`config.mk`:
```
export PLATFORM = sky130hd
export DESIGN_NAME = mult_leak_monitor_flat
export DESIGN_NICKNAME = d
export VERILOG_FILES = /design/src/rtl/mult_leak_pkg.sv /design/src/rtl/mult_leak_if.sv /design/src/rtl/mult_leak_lat_cnt.sv /design/src/rtl/mult_leak_monitor.sv /design/src/flat_wrapper.sv
export SDC_FILE = /design/constraint.sdc
export NUM_CORES = 1
export LEC_CHECK = 0
export CAP_MARGIN = 20
export CORE_UTILIZATION = 47
export CTS_BUF_LIST = sky130_fd_sc_hd__clkbuf_8
export DETAILED_ROUTE_END_ITERATION = 8
export PLACE_DENSITY = 0.88
export RECOVER_POWER = 25
export SLEW_MARGIN = 20
export SYNTH_ARGS = -nofsm -noshare
export SYNTH_HDL_FRONTEND = slang
export SYNTH_HIERARCHICAL = 1
export SYNTH_SLANG_ARGS = --single-unit
```
`constraint.sdc`:
```
create_clock -name clk -period 5.83 [get_ports clk]
set_input_delay 0.583 -clock clk [delete_from_list [all_inputs] [get_ports clk]]
set_output_delay 0.583 -clock clk [all_outputs]
set_load 0.05 [all_outputs]
```
`src/rtl/mult_leak_pkg.sv`:
```
// rtl/mult_leak_pkg.sv - shared states, default parameters and helpers for the multiplier leak monitor
package mult_leak_pkg;

  typedef enum logic [1:0] {IDLE, RUN, REPORT} leakState_t;

  localparam int DEF_WIDTH  = 32;
  localparam int DEF_LAT_W  = 8;
  localparam int DEF_STAT_W = 16;

  // A copy is declared hung once its latency counter reaches this value.
  function automatic int defTimeout(input int width);
    return 2 * width + 8;
  endfunction

  function automatic logic [31:0] satInc(input logic [31:0] value, input int width);
    logic [31:0] maxVal;
    maxVal = (width >= 32) ? 32'hFFFF_FFFF : ((32'd1 << width) - 32'd1);
    return (value >= maxVal) ? value : value + 32'd1;
  endfunction

endpackage

```
`src/rtl/mult_leak_if.sv`:
```
// rtl/mult_leak_if.sv - start, done and operand bundle shared by both multiplier copies and the monitor
interface mult_leak_if import mult_leak_pkg::*; #(
  parameter int WIDTH = DEF_WIDTH
);
  logic             start;
  logic             done_one;
  logic             done_two;
  logic [WIDTH-1:0] op_mult_one;
  logic [WIDTH-1:0] op_mcand_one;
  logic [WIDTH-1:0] op_mult_two;
  logic [WIDTH-1:0] op_mcand_two;

  modport master (
    output start, done_one, done_two,
    output op_mult_one, op_mcand_one, op_mult_two, op_mcand_two
  );

  modport slave (
    input start, done_one, done_two,
    input op_mult_one, op_mcand_one, op_mult_two, op_mcand_two
  );
endinterface

```
`src/rtl/mult_leak_lat_cnt.sv`:
```
// rtl/mult_leak_lat_cnt.sv - per-copy start-to-done latency counter with timeout detection
module mult_leak_lat_cnt import mult_leak_pkg::*; #(
  parameter int LAT_W   = DEF_LAT_W,
  parameter int TIMEOUT = defTimeout(DEF_WIDTH)
) (
  input  logic             clk,
  input  logic             rst,
  input  logic             clear,
  input  logic             enable,
  input  logic             done,
  output logic [LAT_W-1:0] lat,
  output logic             doneFlag,
  output logic             timeoutFlag
);
  localparam logic [LAT_W-1:0] TIMEOUT_V = LAT_W'(TIMEOUT);

  logic [LAT_W-1:0] count;
  logic [LAT_W-1:0] latReg;
  logic             seen;
  logic             hitNow;

  // Outputs already reflect this cycle's done so the verdict can be taken on the same edge.
  always_comb begin
    timeoutFlag = enable && !seen && (count == TIMEOUT_V);
    hitNow      = enable && !seen && !timeoutFlag && done;
    doneFlag    = seen || hitNow;
    if (seen) begin
      lat = latReg;
    end else if (timeoutFlag) begin
      lat = TIMEOUT_V;
    end else begin
      lat = count + LAT_W'(1);
    end
  end

  always_ff @(posedge clk) begin
    if (rst || clear) begin
      count  <= '0;
      latReg <= '0;
      seen   <= 1'b0;
    end else if (enable) begin
      if (hitNow) begin
        seen   <= 1'b1;
        latReg <= count + LAT_W'(1);
      end else if (!seen && !timeoutFlag) begin
        count <= count + LAT_W'(1);
      end
    end
  end

endmodule

```
`src/rtl/mult_leak_monitor.sv`:
```
// rtl/mult_leak_monitor.sv - per-trial latency compare of two multiplier copies with leak statistics
// Optional operand/latency capture of the first leaking trial: LEAK_CAPTURE_EN.
module mult_leak_monitor import mult_leak_pkg::*; #(
  parameter int WIDTH   = DEF_WIDTH,
  parameter int LAT_W   = DEF_LAT_W,
  parameter int TIMEOUT = defTimeout(WIDTH),
  parameter int STAT_W  = DEF_STAT_W
) (
  input  logic              clk,
  input  logic              rst,
  mult_leak_if.slave        mul,
  output logic              busy,
  output logic              result_valid,
  output logic              leak,
  output logic              hang,
  output logic [LAT_W-1:0]  lat_one,
  output logic [LAT_W-1:0]  lat_two,
  output logic [STAT_W-1:0] trial_count,
  output logic [STAT_W-1:0] leak_count,
  output logic              sticky_leak
`ifdef LEAK_CAPTURE_EN
  ,
  output logic              cap_valid,
  output logic [WIDTH-1:0]  cap_mult_one,
  output logic [WIDTH-1:0]  cap_mcand_one,
  output logic [WIDTH-1:0]  cap_mult_two,
  output logic [WIDTH-1:0]  cap_mcand_two,
  output logic [LAT_W-1:0]  cap_lat_one,
  output logic [LAT_W-1:0]  cap_lat_two
`endif
);

  leakState_t       state, stateNext;
  logic             acceptStart, goReport, runEn;
  logic [LAT_W-1:0] latOne, latTwo;
  logic             doneOne, doneTwo, toOne, toTwo;
  logic             hangNow, leakNow;

  assign runEn        = (state == RUN);
  assign busy         = (state != IDLE);
  assign result_valid = (state == REPORT);
  assign hangNow      = toOne || toTwo;
  assign leakNow      = (latOne != latTwo) || hangNow;

  mult_leak_lat_cnt #(.LAT_W(LAT_W), .TIMEOUT(TIMEOUT)) u_cnt_one (
    .clk(clk), .rst(rst), .clear(acceptStart), .enable(runEn), .done(mul.done_one),
    .lat(latOne), .doneFlag(doneOne), .timeoutFlag(toOne)
  );

  mult_leak_lat_cnt #(.LAT_W(LAT_W), .TIMEOUT(TIMEOUT)) u_cnt_two (
    .clk(clk), .rst(rst), .clear(acceptStart), .enable(runEn), .done(mul.done_two),
    .lat(latTwo), .doneFlag(doneTwo), .timeoutFlag(toTwo)
  );

  always_ff @(posedge clk) begin
    if (rst) state <= IDLE;
    else     state <= stateNext;
  end

  always_comb begin
    stateNext   = state;
    acceptStart = 1'b0;
    goReport    = 1'b0;
    case (state)
      IDLE: begin
        if (mul.start) begin
          acceptStart = 1'b1;
          stateNext   = RUN;
        end
      end
      RUN: begin
        if ((doneOne && doneTwo) || hangNow) begin
          goReport  = 1'b1;
          stateNext = REPORT;
        end
      end
      REPORT:  stateNext = IDLE;
      default: stateNext = IDLE;
    endcase
  end

  // Verdict and statistics land on the RUN->REPORT edge so they are valid with result_valid.
  always_ff @(posedge clk) begin
    if (rst) begin
      leak        <= 1'b0;
      hang        <= 1'b0;
      lat_one     <= '0;
      lat_two     <= '0;
      trial_count <= '0;
      leak_count  <= '0;
      sticky_leak <= 1'b0;
    end else if (goReport) begin
      leak        <= leakNow;
      hang        <= hangNow;
      lat_one     <= latOne;
      lat_two     <= latTwo;
      trial_count <= STAT_W'(satInc(32'(trial_count), STAT_W));
      if (leakNow) begin
        leak_count <= STAT_W'(satInc(32'(leak_count), STAT_W));
      end
      sticky_leak <= sticky_leak || leakNow;
    end
  end

`ifdef LEAK_CAPTURE_EN
  logic [WIDTH-1:0] sMultOne, sMcandOne, sMultTwo, sMcandTwo;

  always_ff @(posedge clk) begin
    if (rst) begin
      sMultOne      <= '0;
      sMcandOne     <= '0;
      sMultTwo      <= '0;
      sMcandTwo     <= '0;
      cap_valid     <= 1'b0;
      cap_mult_one  <= '0;
      cap_mcand_one <= '0;
      cap_mult_two  <= '0;
      cap_mcand_two <= '0;
      cap_lat_one   <= '0;
      cap_lat_two   <= '0;
    end else begin
      if (acceptStart) begin
        sMultOne  <= mul.op_mult_one;
        sMcandOne <= mul.op_mcand_one;
        sMultTwo  <= mul.op_mult_two;
        sMcandTwo <= mul.op_mcand_two;
      end
      if (goReport && leakNow && !cap_valid) begin
        cap_valid     <= 1'b1;
        cap_mult_one  <= sMultOne;
        cap_mcand_one <= sMcandOne;
        cap_mult_two  <= sMultTwo;
        cap_mcand_two <= sMcandTwo;
        cap_lat_one   <= latOne;
        cap_lat_two   <= latTwo;
      end
    end
  end
`endif

endmodule
```
`src/flat_wrapper.sv`:
```
// flat-port wrapper written by rule: the top's interface ports become plain ports
module mult_leak_monitor_flat import mult_leak_pkg::*;
#(
  parameter int WIDTH   = DEF_WIDTH,
  parameter int LAT_W   = DEF_LAT_W,
  parameter int TIMEOUT = defTimeout(WIDTH),
  parameter int STAT_W  = DEF_STAT_W
)
  (clk, rst, busy, result_valid, leak, hang, lat_one, lat_two, trial_count, leak_count, sticky_leak, mul_start, mul_done_one, mul_done_two, mul_op_mult_one, mul_op_mcand_one, mul_op_mult_two, mul_op_mcand_two);
  mult_leak_if #(.WIDTH(WIDTH)) mul_i ();
  input  logic clk;
  input  logic rst;
  output logic busy;
  output logic result_valid;
  output logic leak;
  output logic hang;
  output logic [LAT_W-1:0] lat_one;
  output logic [LAT_W-1:0] lat_two;
  output logic [STAT_W-1:0] trial_count;
  output logic [STAT_W-1:0] leak_count;
  output logic sticky_leak;
  input wire logic [$bits(mul_i.start)-1:0] mul_start;
  input wire logic [$bits(mul_i.done_one)-1:0] mul_done_one;
  input wire logic [$bits(mul_i.done_two)-1:0] mul_done_two;
  input wire logic [$bits(mul_i.op_mult_one)-1:0] mul_op_mult_one;
  input wire logic [$bits(mul_i.op_mcand_one)-1:0] mul_op_mcand_one;
  input wire logic [$bits(mul_i.op_mult_two)-1:0] mul_op_mult_two;
  input wire logic [$bits(mul_i.op_mcand_two)-1:0] mul_op_mcand_two;
  assign mul_i.start = mul_start;
  assign mul_i.done_one = mul_done_one;
  assign mul_i.done_two = mul_done_two;
  assign mul_i.op_mult_one = mul_op_mult_one;
  assign mul_i.op_mcand_one = mul_op_mcand_one;
  assign mul_i.op_mult_two = mul_op_mult_two;
  assign mul_i.op_mcand_two = mul_op_mcand_two;
  mult_leak_monitor #(.WIDTH(WIDTH), .LAT_W(LAT_W), .TIMEOUT(TIMEOUT), .STAT_W(STAT_W)) u_core (.clk(clk), .rst(rst), .mul(mul_i), .busy(busy), .result_valid(result_valid), .leak(leak), .hang(hang), .lat_one(lat_one), .lat_two(lat_two), .trial_count(trial_count), .leak_count(leak_count), .sticky_leak(sticky_leak));
endmodule
```
==> impl_results.md, run 1 <==
* PortBufs at 57
* Filler cell count at 766
* HPWL after DPL at 6850 um
* DR vias/cell at 5.81
* Die ar. at 0.00957 sq mm
* # diodes at 0
* Cts repair resizes at 0
* Drt drc at 14
* Placed insts at 647
* Layout Skew at 11.9 ps
* Adder-Cell Fraction of Synth Area at 0.0174
* Antenna Nets Post-Route at 0
* # setup viols final at 0
* XOR/XNOR Fraction of Synth Area at 0.0832
* Clock transition at path regs at 90 ps
* Critical path class: reg -> reg
* Setup ws final at 2160 ps
* CP Launch Type: flip-flop
* Overflow after GRT at 0
* WL/cell at 14.5 um
* Number of global-route vias before repair at 3549
* RD Place Congestion at 0.912
* Routed WL at 9580 um
* Main combinational cell family by area after synthesis: simple AND/OR/NAND/NOR gates
* Mapped Area at 0.00431 sq mm
* Final hold slack at 459 ps
* Hold buffer count at CTS at 0
* Post-synthesis sequential area ratio at 0.404
* Fin. max-slew vios at 0
* Core footprint at 0.00881 sq mm
* CP cell instances: nand2b_1 > inv_1 > and3b_1 > o21a_1 > or2_0 > a211oi_2 > nor2_4 > o31ai_4 > or4_1 > a21oi_1
* Sink Count at 87
* Power Density at 213 mW/mm^2
* Die height at 97.8 um
* Period utilization at 0.630
* Largest stage delay on the critical path at 550 ps
* Synth Net Count at 640
* Root buffer cell: clkbuf_8
* Prevailing post-synth register cell: dfxtp_1
* Post-layout utilization of the core at 0.572
* Largest net degree at the start of global routing at 62
* Slew @ Worst Pin at 1040 ps
* Setup Buffers After CTS at 0
* Slew HR at 0.310
* Die Span X at 97.8 um
* Fin. Hold Viols at 0
* Multi-input logic area at 0.00238 sq mm
* Crit path max fanout at 18
* Layout net count at 689
* Max VDD drop at 156 uV
* Initial core utilization at 0.490
* CP bufs+invs at 1
* Synth Instances at 501
* H-tree Lvls at 3
* Synth Warn # at 6
* Max-cap viol count at 0
* Syn_area_per_cell at 8.61 sq um
* Area Growth Syn to Fin at 16.8%
* Pre-CTS setup slack at 2510 ps
* Drt pass-1 iters at 7
* DRT iter0 DRCs at 221
* Worst Setup End Kind: flip-flop
* Wire length of the first global-routing pass at 16200 um
* CTS tree: built
* Fmax at 272 MHz
* Critical Path RT at 6120 ps
* Num ports at 186
* GRT Util Overall at 0.205
* Outcome: complete, but fails checks
* Ys async rst share at 0
* Seq cells post-synth at 87
* RSZ-0062 raised after global routing: false
* Skew-Pair Late Insertion Delay at 360 ps
* Initial antenna violation count at 0
* Post-Synth Simple-Gate Area at 0.267
* CTS max path bufs at 2
* Tmin final at 3670 ps
* Vias at 3849
* Synth cell types at 54
* Number of enable flip-flop cells after synthesis at 0
* Num CTS Buffers at 9
* Total power at 1.07 mW
* Mux share of post-synthesis cell area at 0.0261
* Post-synthesis compound-gate area fraction at 0.172
* # rows at 34
* Post-route cell area at 0.00504 sq mm
* Failing checks: DRC
* Worst path arrival time at 3960 ps
* Reg area at 0.00174 sq mm
* Post-Layout Cell Count at 663
* Hold Crit Class: reg -> reg
* Top delay family on crit path: simple AND/OR/NAND/NOR gates
* Fraction of layout cells with a size suffix above 1 at 0.0685
* Post-place instance area at 0.00492 sq mm
* CP max-delay cell: or4_1
* Leak pwr at 1.69 nW
* TNS Setup at 0 ps
power breakdown:
group          internal (mW)  leakage [nW]  switching, mW
combinational         0.0229         0.904         0.0555
clock                  0.168        0.0849          0.222
sequential             0.600         0.702        0.00548
placed cells by master, fill, tap and decap left out, types with 10 or more instances in the layout:
master            n
nand3_1          17
dfxtp_1          87
o21ai_0          25
a21oi_1          53
clkdlybuf4s50_1  52
xor2_1           15
or3_1            13
clkbuf_8         10
nand2_1          57
nor2_1           46
xnor2_1          26
worst reg2reg max path, delay by kind of cell, from the launching register on:
family,cells,cell delay [ps]
compound gates,4,1100
buf+inv,1,420
flops,1,320
simple gates,5,1780
layout make-up:
class                           count  area share
Multi-Input combinational cell    386       0.472
Tap cell                          108      0.0268
Timing Repair Buffer               57       0.112
Inverter                            9     0.00670
Clock inverter                      6     0.00894
Sequential cell                    87       0.346
Clock buffer                       10      0.0273
routing by layer:
layer / GRT usage / share of wire / routed length (um) / vias to the layer above
li1: - / - / - / 1875
met1: 0.258 / 0.43 / 4080 / 1820
met2: 0.356 / 0.49 / 4720 / 140
met3: 0.0401 / 0.068 / 647 / 14
met4: 0.0641 / 0.014 / 134 / 0
met5: 0 / 0 / 0 / -
cells by family after synthesis:
logic type | count (synthesis)
flops | 87
buf+inv | 28
fa+ha+maj | 6
mux | 11
compound gates | 115
simple gates | 213
xor+xnor | 41
worst paths after layout:
kind | slack (ps) | startpoint | cells after the start | to
max | 2160 | u_core/state[1]$_SDFFE_PP0P_ | 10 | u_core/leak_count[14]$_SDFFE_PP0P_
min | 460 | u_core/lat_one[6]$_SDFFE_PP0P_ | 2 | u_core/lat_one[6]$_SDFFE_PP0P_
max reg2reg | 2160 | u_core/state[1]$_SDFFE_PP0P_ | 10 | u_core/leak_count[14]$_SDFFE_PP0P_
min reg2reg | 460 | u_core/lat_one[6]$_SDFFE_PP0P_ | 2 | u_core/lat_one[6]$_SDFFE_PP0P_
Yosys cell counts, types with 7 or more instances:
master / instances / area share
or3_1: 13 / 0.019
nand4_1: 9 / 0.013
nand3_1: 17 / 0.020
dfxtp_1: 87 / 0.40
or4_1: 9 / 0.016
inv_1: 9 / 0.0078
mux2i_1: 9 / 0.021
o31ai_1: 7 / 0.012
xnor2_1: 26 / 0.053
nand2_1: 57 / 0.050
a21oi_1: 53 / 0.061
clkbuf_1: 11 / 0.0096
and3_1: 7 / 0.010
nor3_1: 9 / 0.010
nor2_1: 46 / 0.040
xor2_1: 15 / 0.030
o21ai_0: 17 / 0.020
o21ai_1: 12 / 0.014
nor2b_1: 8 / 0.012
registers in the layout, indices dropped and copies added (netlist names):
name	count
u_core/u_cnt_one/latReg	8
u_core/state	2
u_core/leak	1
u_core/trial_count	16
u_core/u_cnt_two/count	8
u_core/lat_two	8
u_core/u_cnt_one/seen	1
u_core/leak_count	16
u_core/u_cnt_one/count	8
u_core/sticky_leak	1
u_core/hang	1
u_core/u_cnt_two/latReg	8
u_core/u_cnt_two/seen	1
u_core/lat_one	8
No activity file was read; power rests on OpenSTA's default activity.
==> inputs of run 2 (changes only) <==
--- a/config.mk
+++ b/config.mk
@@ -6,10 +6,10 @@
 export NUM_CORES = 1
 export LEC_CHECK = 0
 export CAP_MARGIN = 20
-export CORE_UTILIZATION = 47
+export CORE_UTILIZATION = 44
 export CTS_BUF_LIST = sky130_fd_sc_hd__clkbuf_8
 export DETAILED_ROUTE_END_ITERATION = 8
-export PLACE_DENSITY = 0.88
+export PLACE_DENSITY = 0.83
 export RECOVER_POWER = 25
 export SLEW_MARGIN = 20
 export SYNTH_ARGS = -nofsm -noshare
==> constraint.sdc (replaced) <==
create_clock -name clk -period 3.6 [get_ports clk]
set_input_delay 0.36 -clock clk [delete_from_list [all_inputs] [get_ports clk]]
set_output_delay 0.36 -clock clk [all_outputs]
set_load 0.05 [all_outputs]
==> impl_results.md, run 2 (synthesis gave the netlist of run 1 again) <==
* Outcome: complete, no violations
* Final hold slack at 453 ps
* Commonest cells after routing, fill and taps aside: dfxtp_1 (87), nand2_1 (57), a21oi_1 (53)
* Power Density at 361 mW/mm^2
* DRT iter0 DRCs at 220
* Tmin final at 3270 ps
* TNS Setup at 0 ps
* # rows at 35
* Leak pwr at 1.81 nW
* Die ar. at 0.0102 sq mm
* Post-place instance area at 0.00498 sq mm
* Fmax at 306 MHz
* Die height at 101 um
* Skew-Pair Late Insertion Delay at 350 ps
* Drt drc at 0
* Fraction of layout cells with a size suffix above 1 at 0.0820
* Leading cell type in the layout, fill and taps excluded: dfxtp_1
* Largest net degree at the start of global routing at 62
* CP Launch Type: flip-flop
* Cts repair resizes at 0
* Sink Count at 87
* PortBufs at 57
* Fin. max-slew vios at 0
* H-tree Lvls at 3
* Drt pass-1 iters at 4
* Core footprint at 0.00937 sq mm
* RD Place Congestion at 0.908
* Layout net count at 695
* CTS max path bufs at 2
* Total power at 1.87 mW
* Setup Buffers After CTS at 0
* Clock transition at path regs at 90 ps
* Fin. Hold Viols at 0
* Hold Crit Class: reg -> reg
* Overflow after GRT at 0
* Crit path max fanout at 27
* Hold Path Cell Cnt at 2
* GRT Util Overall at 0.200
* Critical path class: reg -> reg
* Slew HR at 0.422
* Worst r2r src: u_core/state[0]$_SDFFE_PP0P_
* Num ports at 186
* RSZ-0062 raised after global routing: false
* Worst R2R Setup Slack at 330 ps
* Initial antenna violation count at 0
* Vias at 3772
* Layout Skew at 16.3 ps
* Die Span X at 101 um
* WL/cell at 14.3 um
* Hold buffer count at CTS at 0
* Max-cap viol count at 0
* # setup viols final at 0
* Worst R2R Path Depth at 10
* Worst Setup End Kind: flip-flop
* Slew @ Worst Pin at 857 ps
* Routed WL at 9900 um
* Antenna Nets Post-Route at 0
* Post-route cell area at 0.00518 sq mm
* Multi-input logic area at 0.00241 sq mm
* Area Growth Syn to Fin at 20.2%
* Period utilization at 0.907
* Reg area at 0.00174 sq mm
* Initial core utilization at 0.460
* Wire length of the first global-routing pass at 16500 um
* DR vias/cell at 5.47
* Hold Startpoint: u_core/lat_one[3]$_SDFFE_PP0P_
* Critical Path RT at 3890 ps
* HPWL after DPL at 7070 um
* Number of global-route vias before repair at 3587
* Filler cell count at 881
* Post-layout utilization of the core at 0.553
* # diodes at 0
* Max VDD drop at 264 uV
* Biggest regs: u_core/leak_count: 16 flops, u_core/trial_count: 16 flops
* Root buffer cell: clkbuf_8
* Critical R2R Capture: u_core/trial_count[6]$_SDFFE_PP0P_
* Hold EP: u_core/lat_one[3]$_SDFFE_PP0P_
* Worst path arrival time at 3560 ps
* Num CTS Buffers at 9
* CTS tree: built
-- run 2: worst max-delay path: stages, from the launching register on --
cell and delay (ps):
dfxtp_1 400, nand2b_4 110, inv_1 360, and3b_1 230
o21a_1 450, or2_4 230, a211o_1 150, nand2_2 320
or4b_1 660, nor3_1 190, a21o_1 100
-- run 2: report_power, final --
part | internal, mW | switching, mW | total [mW]
clock | 0.408 | 0.344 | 0.752
sequential | 0.971 | 0.00957 | 0.981
combinational | 0.0471 | 0.0914 | 0.138
-- run 2: area by class of cell --
cell class / count / area share
sequential: 87 / 0.336
tap: 129 / 0.0311
multi-input combinational: 386 / 0.464
inverter: 9 / 0.00652
clock inverter: 6 / 0.0159
clock buffer: 10 / 0.0266
timing repair buffer: 63 / 0.119
-- run 2: metrics by stage --
stage          cells  setup WS [ps]
4_1_cts          689            505
2_1_floorplan    501            812
3_3_place_gp     673            589
6_report         690            334
3_5_place_dp     673            527
5_1_grt          690            161
-- run 2: worst max-delay path by stage --
stage / startpoint / slack [ps] / cells after the start / end
floorplan: u_core/u_cnt_two/count[2]$_SDFFE_PP0P_ / 810 / 10 / u_core/leak_count[3]$_SDFFE_PP0P_
finish: u_core/state[0]$_SDFFE_PP0P_ / 330 / 10 / u_core/trial_count[6]$_SDFFE_PP0P_
global placement: u_core/u_cnt_one/count[2]$_SDFFE_PP0P_ / 590 / 10 / u_core/leak_count[14]$_SDFFE_PP0P_
CTS: u_core/u_cnt_one/count[0]$_SDFFE_PP0P_ / 500 / 12 / u_core/leak_count[8]$_SDFFE_PP0P_
detailed placement: u_core/u_cnt_two/count[2]$_SDFFE_PP0P_ / 530 / 10 / u_core/leak_count[8]$_SDFFE_PP0P_
global route: u_core/state[0]$_SDFFE_PP0P_ / 160 / 10 / u_core/trial_count[6]$_SDFFE_PP0P_
-- run 2: routing by layer --
layer,part of all wire,vias to the layer above,track usage,wire [um]
met2,0.49,87,0.347,4830
met5,0,-,0,0
li1,-,1893,-,-
met1,0.46,1784,0.248,4600
met3,0.040,8,0.0402,395
met4,0.0079,0,0.0635,78
